`src/rtl/hamming_secded_serial_decoder_pkg.sv`:
```
// Shared types and helpers for the serial SECDED decoder.
// Code geometry: N = 2**R-1 code positions, K = N-R data bits,
// L = N+EXT bits per frame (the overall-parity bit follows position N).
package hamming_secded_serial_decoder_pkg;

    typedef enum logic {ST_IDLE, ST_RX} state_t;

    function automatic int n_of(int r);
        return (1 << r) - 1;
    endfunction

    function automatic int k_of(int r);
        return n_of(r) - r;
    endfunction

    function automatic int l_of(int r, int ext);
        return n_of(r) + ext;
    endfunction

    // Parity bits sit at power-of-two positions.
    function automatic bit is_pow2(int p);
        return (p > 0) && ((p & (p - 1)) == 0);
    endfunction

    // Data bit index of code position p: count of non-power-of-2 positions below p.
    function automatic int data_index(int p);
        int c;
        c = 0;
        for (int i = 1; i < p; i++)
            if (!is_pow2(i)) c++;
        return c;
    endfunction

endpackage

```
`src/rtl/hamming_secded_serial_decoder_if.sv`:
```
// Bit-serial input stream, word output stream and status of the decoder.
//   in_bit/in_sof/in_valid/in_ready : one code bit per handshake
//   out_data/out_syndrome/out_corrected/out_uncorr/out_valid/out_ready : decoded word
//   sync_err, cnt_corr, cnt_uncorr : framing pulse and saturating statistics
// slave = decoder side, master = producer/consumer side.
interface hamming_secded_serial_decoder_if #(
    parameter int R    = 4,
    parameter int CNTW = 16
);
    localparam int K = hamming_secded_serial_decoder_pkg::k_of(R);

    logic            in_bit;
    logic            in_sof;
    logic            in_valid;
    logic            in_ready;
    logic [K-1:0]    out_data;
    logic [R-1:0]    out_syndrome;
    logic            out_corrected;
    logic            out_uncorr;
    logic            out_valid;
    logic            out_ready;
    logic            sync_err;
    logic [CNTW-1:0] cnt_corr;
    logic [CNTW-1:0] cnt_uncorr;

    modport slave (
        input  in_bit, in_sof, in_valid, out_ready,
        output in_ready, out_data, out_syndrome, out_corrected, out_uncorr,
               out_valid, sync_err, cnt_corr, cnt_uncorr
    );

    modport master (
        output in_bit, in_sof, in_valid, out_ready,
        input  in_ready, out_data, out_syndrome, out_corrected, out_uncorr,
               out_valid, sync_err, cnt_corr, cnt_uncorr
    );
endinterface

```
`src/rtl/hamming_secded_serial_decoder_correct.sv`:
```
// Combinational correction stage.
//   i_data : K received data bits (already extracted from code positions)
//   i_syn  : syndrome of the whole frame
//   i_par  : overall parity of the whole frame (used when EXT=1)
//   o_data : corrected data word
//   o_corr / o_unc : single error corrected / double error detected
module hamming_secded_serial_decoder_correct
    import hamming_secded_serial_decoder_pkg::*;
#(
    parameter int R   = 4,
    parameter int EXT = 1
) (
    input  logic [k_of(R)-1:0] i_data,
    input  logic [R-1:0]       i_syn,
    input  logic               i_par,
    output logic [k_of(R)-1:0] o_data,
    output logic               o_corr,
    output logic               o_unc
);
    localparam int N = n_of(R);

    logic w_flip;

    always_comb begin
        w_flip = 1'b0;
        o_corr = 1'b0;
        o_unc  = 1'b0;
        if (EXT != 0) begin
            // Odd overall parity means one error; syndrome 0 then points at the ext bit.
            if (i_par) begin
                o_corr = 1'b1;
                w_flip = (i_syn != '0);
            end else if (i_syn != '0) begin
                o_unc = 1'b1;
            end
        end else if (i_syn != '0) begin
            o_corr = 1'b1;
            w_flip = 1'b1;
        end
    end

    // Errors at parity positions need no data fix-up; only data positions are flipped.
    always_comb begin
        o_data = i_data;
        for (int p = 1; p <= N; p++)
            if (!is_pow2(p))
                o_data[data_index(p)] = i_data[data_index(p)] ^ (w_flip && (i_syn == R'(p)));
    end
endmodule

```
`src/rtl/hamming_secded_serial_decoder.sv`:
```
// Serial Hamming SEC/SECDED decoder.
//   clk, rst_n : clock, asynchronous active-low reset
//   bus        : slave side of hamming_secded_serial_decoder_if
// Bits are accepted one per handshake; syndrome and overall parity accumulate on
// the fly, data bits are buffered, and the result is registered on the edge that
// accepts the final bit. The output word is held until accepted while the next
// frame keeps streaming in; only the next frame's final bit can be stalled.
module hamming_secded_serial_decoder
    import hamming_secded_serial_decoder_pkg::*;
#(
    parameter int R    = 4,
    parameter int EXT  = 1,
    parameter int CNTW = 16
) (
    input  logic                           clk,
    input  logic                           rst_n,
    hamming_secded_serial_decoder_if.slave bus
);
    localparam int N  = n_of(R);
    localparam int K  = k_of(R);
    localparam int L  = l_of(R, EXT);
    localparam int PW = $clog2(L + 1);

    state_t          r_state, w_state_nxt;
    logic [PW-1:0]   r_pos, w_pos;
    logic [K-1:0]    r_buf, w_buf;
    logic [R-1:0]    r_syn, w_syn;
    logic            r_par, w_par;
    logic            w_acc, w_take, w_final, w_bad, w_load;
    logic [K-1:0]    w_data;
    logic            w_corr, w_unc;

    logic [K-1:0]    r_data;
    logic [R-1:0]    r_syn_out;
    logic            r_corr, r_unc, r_valid, r_sync_err;
    logic [CNTW-1:0] r_cnt_corr, r_cnt_unc;

    // Stall only a final bit that would overwrite an unaccepted word.
    assign bus.in_ready = !((r_state == ST_RX) && (r_pos == PW'(L)) && r_valid && !bus.out_ready);
    assign w_acc        = bus.in_valid && bus.in_ready;

    always_comb begin
        w_pos   = bus.in_sof ? PW'(1) : r_pos;
        w_take  = bus.in_sof || (r_state == ST_RX);
        w_bad   = bus.in_sof ? (r_state == ST_RX) : (r_state == ST_IDLE);
        w_final = w_take && (w_pos == PW'(L));
        w_load  = w_acc && w_final;
        w_buf   = bus.in_sof ? '0 : r_buf;
        for (int p = 1; p <= N; p++)
            if (!is_pow2(p) && (w_pos == PW'(p)))
                w_buf[data_index(p)] = bus.in_bit;
        // The ext bit position (N+1) contributes nothing to the syndrome.
        w_syn = (bus.in_sof ? '0 : r_syn)
              ^ ((bus.in_bit && (w_pos <= PW'(N))) ? w_pos[R-1:0] : '0);
        w_par = (bus.in_sof ? 1'b0 : r_par) ^ bus.in_bit;
    end

    always_comb begin
        w_state_nxt = r_state;
        if (w_acc && w_take)
            w_state_nxt = w_final ? ST_IDLE : ST_RX;
    end

    always_ff @(posedge clk or negedge rst_n) begin
        if (!rst_n) r_state <= ST_IDLE;
        else        r_state <= w_state_nxt;
    end

    hamming_secded_serial_decoder_correct #(.R(R), .EXT(EXT)) u_correct (
        .i_data (w_buf),
        .i_syn  (w_syn),
        .i_par  (w_par),
        .o_data (w_data),
        .o_corr (w_corr),
        .o_unc  (w_unc)
    );

    always_ff @(posedge clk or negedge rst_n) begin
        if (!rst_n) begin
            r_pos <= PW'(1);
            r_buf <= '0;
            r_syn <= '0;
            r_par <= 1'b0;
        end else if (w_acc && w_take) begin
            r_pos <= w_final ? PW'(1) : w_pos + PW'(1);
            r_buf <= w_final ? '0 : w_buf;
            r_syn <= w_final ? '0 : w_syn;
            r_par <= w_final ? 1'b0 : w_par;
        end
    end

    always_ff @(posedge clk or negedge rst_n) begin
        if (!rst_n) begin
            r_data     <= '0;
            r_syn_out  <= '0;
            r_corr     <= 1'b0;
            r_unc      <= 1'b0;
            r_valid    <= 1'b0;
            r_sync_err <= 1'b0;
            r_cnt_corr <= '0;
            r_cnt_unc  <= '0;
        end else begin
            r_sync_err <= w_acc && w_bad;
            if (w_load) begin
                r_data    <= w_data;
                r_syn_out <= w_syn;
                r_corr    <= w_corr;
                r_unc     <= w_unc;
                r_valid   <= 1'b1;
                if (w_corr && (r_cnt_corr != '1)) r_cnt_corr <= r_cnt_corr + 1'b1;
                if (w_unc  && (r_cnt_unc  != '1)) r_cnt_unc  <= r_cnt_unc  + 1'b1;
            end else if (bus.out_ready) begin
                r_valid <= 1'b0;
            end
        end
    end

    assign bus.out_data      = r_data;
    assign bus.out_syndrome  = r_syn_out;
    assign bus.out_corrected = r_corr;
    assign bus.out_uncorr    = r_unc;
    assign bus.out_valid     = r_valid;
    assign bus.sync_err      = r_sync_err;
    assign bus.cnt_corr      = r_cnt_corr;
    assign bus.cnt_uncorr    = r_cnt_unc;
endmodule

```
`src/flat_wrapper.sv`:
```
// flat-port wrapper written by rule: the top's interface ports become plain ports
module hamming_secded_serial_decoder_flat import hamming_secded_serial_decoder_pkg::*;
#(
    parameter int R    = 4,
    parameter int EXT  = 1,
    parameter int CNTW = 16
)
  (clk, rst_n, bus_in_bit, bus_in_sof, bus_in_valid, bus_out_ready, bus_in_ready, bus_out_data, bus_out_syndrome, bus_out_corrected, bus_out_uncorr, bus_out_valid, bus_sync_err, bus_cnt_corr, bus_cnt_uncorr);
  hamming_secded_serial_decoder_if #(.R(R), .CNTW(CNTW)) bus_i ();
  input  logic clk;
  input  logic rst_n;
  input wire logic [$bits(bus_i.in_bit)-1:0] bus_in_bit;
  input wire logic [$bits(bus_i.in_sof)-1:0] bus_in_sof;
  input wire logic [$bits(bus_i.in_valid)-1:0] bus_in_valid;
  input wire logic [$bits(bus_i.out_ready)-1:0] bus_out_ready;
  output wire logic [$bits(bus_i.in_ready)-1:0] bus_in_ready;
  output wire logic [$bits(bus_i.out_data)-1:0] bus_out_data;
  output wire logic [$bits(bus_i.out_syndrome)-1:0] bus_out_syndrome;
  output wire logic [$bits(bus_i.out_corrected)-1:0] bus_out_corrected;
  output wire logic [$bits(bus_i.out_uncorr)-1:0] bus_out_uncorr;
  output wire logic [$bits(bus_i.out_valid)-1:0] bus_out_valid;
  output wire logic [$bits(bus_i.sync_err)-1:0] bus_sync_err;
  output wire logic [$bits(bus_i.cnt_corr)-1:0] bus_cnt_corr;
  output wire logic [$bits(bus_i.cnt_uncorr)-1:0] bus_cnt_uncorr;
  assign bus_i.in_bit = bus_in_bit;
  assign bus_i.in_sof = bus_in_sof;
  assign bus_i.in_valid = bus_in_valid;
  assign bus_i.out_ready = bus_out_ready;
  assign bus_in_ready = bus_i.in_ready;
  assign bus_out_data = bus_i.out_data;
  assign bus_out_syndrome = bus_i.out_syndrome;
  assign bus_out_corrected = bus_i.out_corrected;
  assign bus_out_uncorr = bus_i.out_uncorr;
  assign bus_out_valid = bus_i.out_valid;
  assign bus_sync_err = bus_i.sync_err;
  assign bus_cnt_corr = bus_i.cnt_corr;
  assign bus_cnt_uncorr = bus_i.cnt_uncorr;
  hamming_secded_serial_decoder #(.R(R), .EXT(EXT), .CNTW(CNTW)) u_core (.clk(clk), .rst_n(rst_n), .bus(bus_i));
endmodule
```
`config.mk`:
```
export PLATFORM = sky130hd
export DESIGN_NAME = hamming_secded_serial_decoder_flat
export DESIGN_NICKNAME = d
export VERILOG_FILES = /design/src/rtl/hamming_secded_serial_decoder_pkg.sv /design/src/rtl/hamming_secded_serial_decoder_if.sv /design/src/rtl/hamming_secded_serial_decoder_correct.sv /design/src/rtl/hamming_secded_serial_decoder.sv /design/src/flat_wrapper.sv
export SDC_FILE = /design/constraint.sdc
export NUM_CORES = 1
export LEC_CHECK = 0
export BUFFER_PORTS_ARGS = -buffer_cell sky130_fd_sc_hd__buf_2
export CORE_MARGIN = 3
export CORE_UTILIZATION = 32
export DETAILED_ROUTE_END_ITERATION = 8
export SLEW_MARGIN = 20
export SYNTH_ARGS = -nofsm -noshare
export SYNTH_HDL_FRONTEND = slang
export SYNTH_SLANG_ARGS = --single-unit
```
`constraint.sdc`:
```
create_clock -name clk -period 8.15 [get_ports clk]
set_clock_uncertainty 0.2 [all_clocks]
set_input_delay 0.4075 -clock clk [delete_from_list [all_inputs] [get_ports clk]]
set_output_delay 0.4075 -clock clk [all_outputs]
set_load 0.02 [all_outputs]
```
==> Yosys cells after proc, flatten, opt, wreduce, memory -nomap -nowiden <==
Cells that the tools add are included.
{ "op_classes": {"muxes": 113, "n_addsub": 48, "bitwise_logic": 14, "magnitude_cmp": 21, "eq_ne": 26, "reduce_logical": 39} }
{ "op_table": {"columns": ["cell", "count"], "rows": [
  ["$mux W32", 55],
  ["$add A32 B2 Y32 const B", 45],
  ["$ge A32 B1 Y1 const B", 10],
  ["$lt A32 B6 Y1 const B", 10],
  ["$mux W11", 12],
  ["$bwmux W11", 10],
  ["$demux W1 S4", 10],
  ["$eq A5 B4 Y1 const B", 7],
  ["$add A16 B1 Y16 const B", 2],
  ["$logic_and A1 B1 Y1", 32],
  ["$ne A16 B16 Y1 const B", 2],
  ["$eq A4 B4 Y1 const B", 7],
  ["$mux W1", 21],
  ["$eq A5 B3 Y1 const B", 3],
  ["$eq A4 B3 Y1 const B", 3],
  ["$mux W4", 3],
  ["$xor A1 B1 Y1", 12],
  ["$eq A5 B5 Y1 const B", 2],
  ["$mux W5", 2],
  ["$add A5 B1 Y5 const B", 1],
  ["$eq A5 B2 Y1 const B", 1],
  ["$le A5 B4 Y1 const B", 1],
  ["$eq A4 B2 Y1 const B", 1],
  ["$reduce_and A2 Y1", 2],
  ["6 further kinds", 7]
]} }
{ "totals": {"register_bits": 73, "output_inout_bits": 52, "elab_cells": 274} }

==> Longest topological paths before layout <==
{ "depth": {"ltp_word": 28, "ltp_mapped": 16, "depth_no_buf": 11} }

==> Hierarchy <==
A second synthesis with hierarchy kept.
{ "hier_totals": {"cells_unflattened": 430, "hier_area_um2": 3937.5} }
{ "by_module_without_submodules": {"columns": ["mod", "instances", "area_each_um2", "cells_per_inst"], "rows": [
  ["hamming_secded_serial_decoder", 1, 3729.8, 398],
  ["hamming_secded_serial_decoder_correct", 1, 207.7, 32]
]} }

==> Worst setup path after synthesis <==
No wires, ideal clock.
{ "synth_path": {"kind": "input port to flip-flop", "start": "input bus_in_sof", "end": "register u_core.r_cnt_unc[1], in the netlist u_core.bus.cnt_uncorr[1]", "arrival_time_ns": 3.679, "path_buffers": 5, "setup_slack_ns": 4.146, "cell_stages": 16, "cell_sequence": "clkbuf_1 -> buf_1 -> clkbuf_1 -> nor2_1 -> inv_1 -> ha_1 -> and2_1 -> ha_1 -> buf_2 -> and4b_1 -> o31ai_1 -> a21oi_1 -> o41a_1 -> buf_6 -> nand2_4 -> mux2_4"} }
{ "synth_via": {"elab_chain_len": 10} }
{ "synth_rtl": {"columns": ["element", "line", "source"], "rows": [
  ["from (decl)", "flat_wrapper.sv:13", "input wire logic [$bits(bus_i.in_sof)-1:0] bus_in_sof;"],
  ["$mux W5", "hamming_secded_serial_decoder.sv:43", "w_pos = bus.in_sof ? PW'(1) : r_pos;"],
  ["$le A5 B4 Y1", "hamming_secded_serial_decoder.sv:54", "^ ((bus.in_bit && (w_pos <= PW'(N))) ? w_pos[R-1:0] : '0);"],
  ["$logic_and A1 B1 Y1", "hamming_secded_serial_decoder.sv:54", null],
  ["$mux W4", "hamming_secded_serial_decoder.sv:54", null],
  ["$xor A4 B4 Y4", "hamming_secded_serial_decoder.sv:54", null],
  ["$reduce_bool A4 Y1", "hamming_secded_serial_decoder_correct.sv:33", "end else if (i_syn != '0) begin"],
  ["$mux W1", "hamming_secded_serial_decoder_correct.sv:33", null],
  ["$mux W1", "hamming_secded_serial_decoder_correct.sv:30", "if (i_par) begin"],
  ["$logic_and A1 B1 Y1", "hamming_secded_serial_decoder.sv:111", "if (w_unc && (r_cnt_unc != '1)) r_cnt_unc <= r_cnt_unc + 1'b1;"],
  ["$reduce_and A2 Y1 (no source line) *", null, null],
  ["to (signal assigned)", "hamming_secded_serial_decoder.sv:111", null],
  ["to (decl)", "hamming_secded_serial_decoder.sv:36", "logic [CNTW-1:0] r_cnt_corr, r_cnt_unc;"]
]} }
Every way passes the cells marked *; elsewhere a longest branch is shown, timed or not.
A chain may end at the register's enable or synchronous reset.

==> Worst setup path in the final report <==
Same ends and word-level chain as after synthesis.

==> flow_metrics.tcl <==
set metrics [dict create \
    grt_max_degree 74 \
    yosys.area.top_type "dfrtp_1" \
    synth_top_area_share 0.446 \
    synth_area_um2 4040 \
    post_cts_resized 0 \
    core_area_um2 12200 \
    num_vias 3185 \
    initial_core_util 0.332 \
    ctsHoldBuffers 0 \
    maxClockFrequency_mhz 253 \
    rows 40 \
    cts_setup_buffers 0 \
    num_antenna_cells 0 \
    drv_cap 0 \
    grt_pass1_vias 3254 \
    die_y_um 118 \
    cp_data_arrival_time_ns 3.96 \
    ys_ff_latch 73 \
    rsz0062_at_grt "no" \
    drive_gt1_frac 0.205 \
    clockBufferDepth 2 \
    hold_slack_ns 0.000881 \
    die_area_um2 14000 \
    grt_pass1_wl_mm 16.6 \
    max_slew_margin 0.310 \
    post-route-period-util 0.484 \
    routed.top_layer "met4" \
    wl_met2_mm 4.63 \
    drcViolationCount 0 \
    wl_met3_um 369 \
    worst_ep_required_time_ns 8.16 \
    fin_tns_setup_ns 0 \
    synth_fp_nets 422 \
    max_stage_delay_ns 0.82 \
    maxSlewViolCount 0 \
    syn_avg_cell_area_um2 9.91 \
    synth_cell_types 63 \
    worstHoldPathType "in2async" \
    syn_to_final_growth_pct 17.7 \
    dp_hpwl_mm 6.90 \
    cp_cell_sequence "buf_2, nor2_1, inv_1, ha_1, and2_1, ha_1, nand4b_1, o311a_1, a21oi_1, o41a_1, nand2_4, mux2_4" \
    multi_input_area_um2 2070 \
    setup_viol 0 \
    hold_viol_final 0 \
    cts.sink_count 73 \
    total_power_mw 1.03 \
    die_x_um 118 \
    gr-total-overflow 0 \
    cts_tree "done" \
    htreeDepth 3 \
    ys_warn_count 0 \
    crit_path_end_kind "flip-flop" \
    rr_endpoint "u_core.bus.cnt_uncorr[1]" \
    ioPinCount 58 \
    async_flop_share 1.00 \
    synthTopCellsByArea "dfrtp_1, xnor2_1, nand2_1" \
    powerDensity_nw_per_um2 216 \
    wl_met1_mm 4.55 \
    worstSkewPairLatency_ns 0.33 \
    critPathSlowestCell "a21oi_1" \
    cpMostUsedCell "ha_1" \
    layout_min_cycle_time_ns 3.95 \
    crit_path_max_fanout 35 \
    final_cell_mix "dfrtp_1, buf_2, nand2_1, nor2_1, xnor2_1" \
    ys_seq_area_frac 0.452 \
    final_util 0.391 \
    path_clk_slew_ns 0.06 \
    grtUsageTotal 0.144 \
    cts_buffers 9 \
    fin_nets 470 \
    synth-edff-count 0 \
    port_buffers 57 \
    drt-initial-drc-count 224 \
    reg2reg_depth 11 \
    seq_area_um2 1830 \
    post_drt_wl_per_cell_um 15.4 \
    vias_per_cell 5.08 \
    antenna_left 0 \
    drt-pass1-iter-count 4 \
    critical_path_class "in2reg" \
    syn_inst 408 \
    ir_drop_mv 0.158 \
    worst_slew_pin_slew_ns 1.04 \
    cellLeakagePower_nw 2.22 \
    cts-root-buf "clkbuf_16" \
    r2r_setup_slack_ns 4.26 \
    n_fill_cell 1222 \
    ys.flop_type "dfrtp_1" \
    reg2reg_from "u_core.r_pos[0]" \
    startpoint_type "primary input" \
    totalWireLength_mm 9.68 \
    grt_antenna_before_repair 0 \
    final_common_cell "dfrtp_1" \
    status "finished clean" \
    gp_congestion 0.770 \
]
==> flip-flops by register name (all words and copies together) (netlist names), 4 cells and up <==
| name | cells |
|---|---|
| u_core.bus.cnt_corr | 16 |
| u_core.bus.cnt_uncorr | 16 |
| u_core.bus.out_data | 11 |
| u_core.r_buf | 11 |
| u_core.r_pos | 5 |
| u_core.bus.out_syndrome | 4 |
| u_core.r_syn | 4 |
==> how the worst max path moves through the flow <==
stage	depth (start not counted)	slack, ns	startpoint	end
3_5_place_dp	12	3.89	bus_in_sof	u_core.bus.cnt_uncorr[1]
4_1_cts	12	4.27	bus_in_sof	u_core.bus.cnt_uncorr[1]
6_report	12	4.20	bus_in_sof	u_core.bus.cnt_uncorr[1]
5_1_grt	12	3.93	bus_in_sof	u_core.bus.cnt_uncorr[1]
3_3_place_gp	12	4.10	bus_in_sof	u_core.bus.cnt_uncorr[1]
2_1_floorplan	16	4.15	bus_in_sof	u_core.bus.cnt_uncorr[1]
==> final cells by class <==
cell class | count | share of cell area
flip-flops and latches | 73 | 0.384
inverters | 11 | 0.00868
clock buffers | 10 | 0.0481
repair buffers | 60 | 0.0652
multi-input cells | 301 | 0.435
well taps | 168 | 0.0442
clock inverters | 4 | 0.0147
==> synth_stat cells (all sizes together) (3+ instances only) <==
master and n:
nand2 51, ha 8, nor4b 4, dfrtp 72
o31ai 8, inv 11, nand2b 11, and4 5
o21ai 17, nor2 31, nand4 17, buf 12
and3 9, a22o 3, nor2b 5, nand3 13
mux2 6, a21oi 5, a32oi 3, clkbuf 11
and2 3, xor2 17, o41ai 8, xnor2 26
nor3 12, mux2i 7
==> metal layers <==
layer | up-vias | global-route usage
met2 | 59 | 0.231
met4 | 0 | 0.0449
met1 | 1566 | 0.192
li1 | 1550 | -
met5 | - | 0
met3 | 10 | 0.0364
==> where the power goes <==
part	internal, mW	switching [mW]
combinational	0.0752	0.123
sequential	0.387	0.0388
clock	0.263	0.141
==> per-stage QoR <==
| step | std cells | area, µm² | worst slack [ns] |
|---|---|---|---|
| 5_1_grt | 627 | 4760 | 3.93 |
| 4_1_cts | 627 | 4760 | 4.27 |
| 6_report | 627 | 4760 | 4.20 |
| 3_5_place_dp | 613 | 4460 | 3.89 |
| 2_1_floorplan | 408 | 4040 | 4.15 |
| 3_3_place_gp | 613 | 4460 | 4.10 |
==> cells by family (layout without fill, tap and decap cells) <==
| kind of cell | count (synthesis) | in the layout | share of synthesized area |
|---|---|---|---|
| buffers and inverters | 34 | 85 | 0.0378 |
| DFF | 73 | 73 | 0.452 |
| adders and majority gates | 8 | 8 | 0.0248 |
| xor gates and xnor gates | 43 | 43 | 0.0932 |
| AOI/OAI and AO/OA | 64 | 64 | 0.128 |
| muxes | 13 | 13 | 0.0359 |
| and+or+nand+nor | 173 | 173 | 0.228 |
==> critical path: cells and delay by family <==
| kind | cells | cell delay [ns] |
|---|---|---|
| mux | 1 | 0.30 |
| buf+inv | 2 | 0.61 |
| fa+ha+maj | 2 | 0.56 |
| compound gates | 3 | 1.47 |
| simple gates | 4 | 0.60 |
Note: power is estimated with default switching activity, not from simulation.
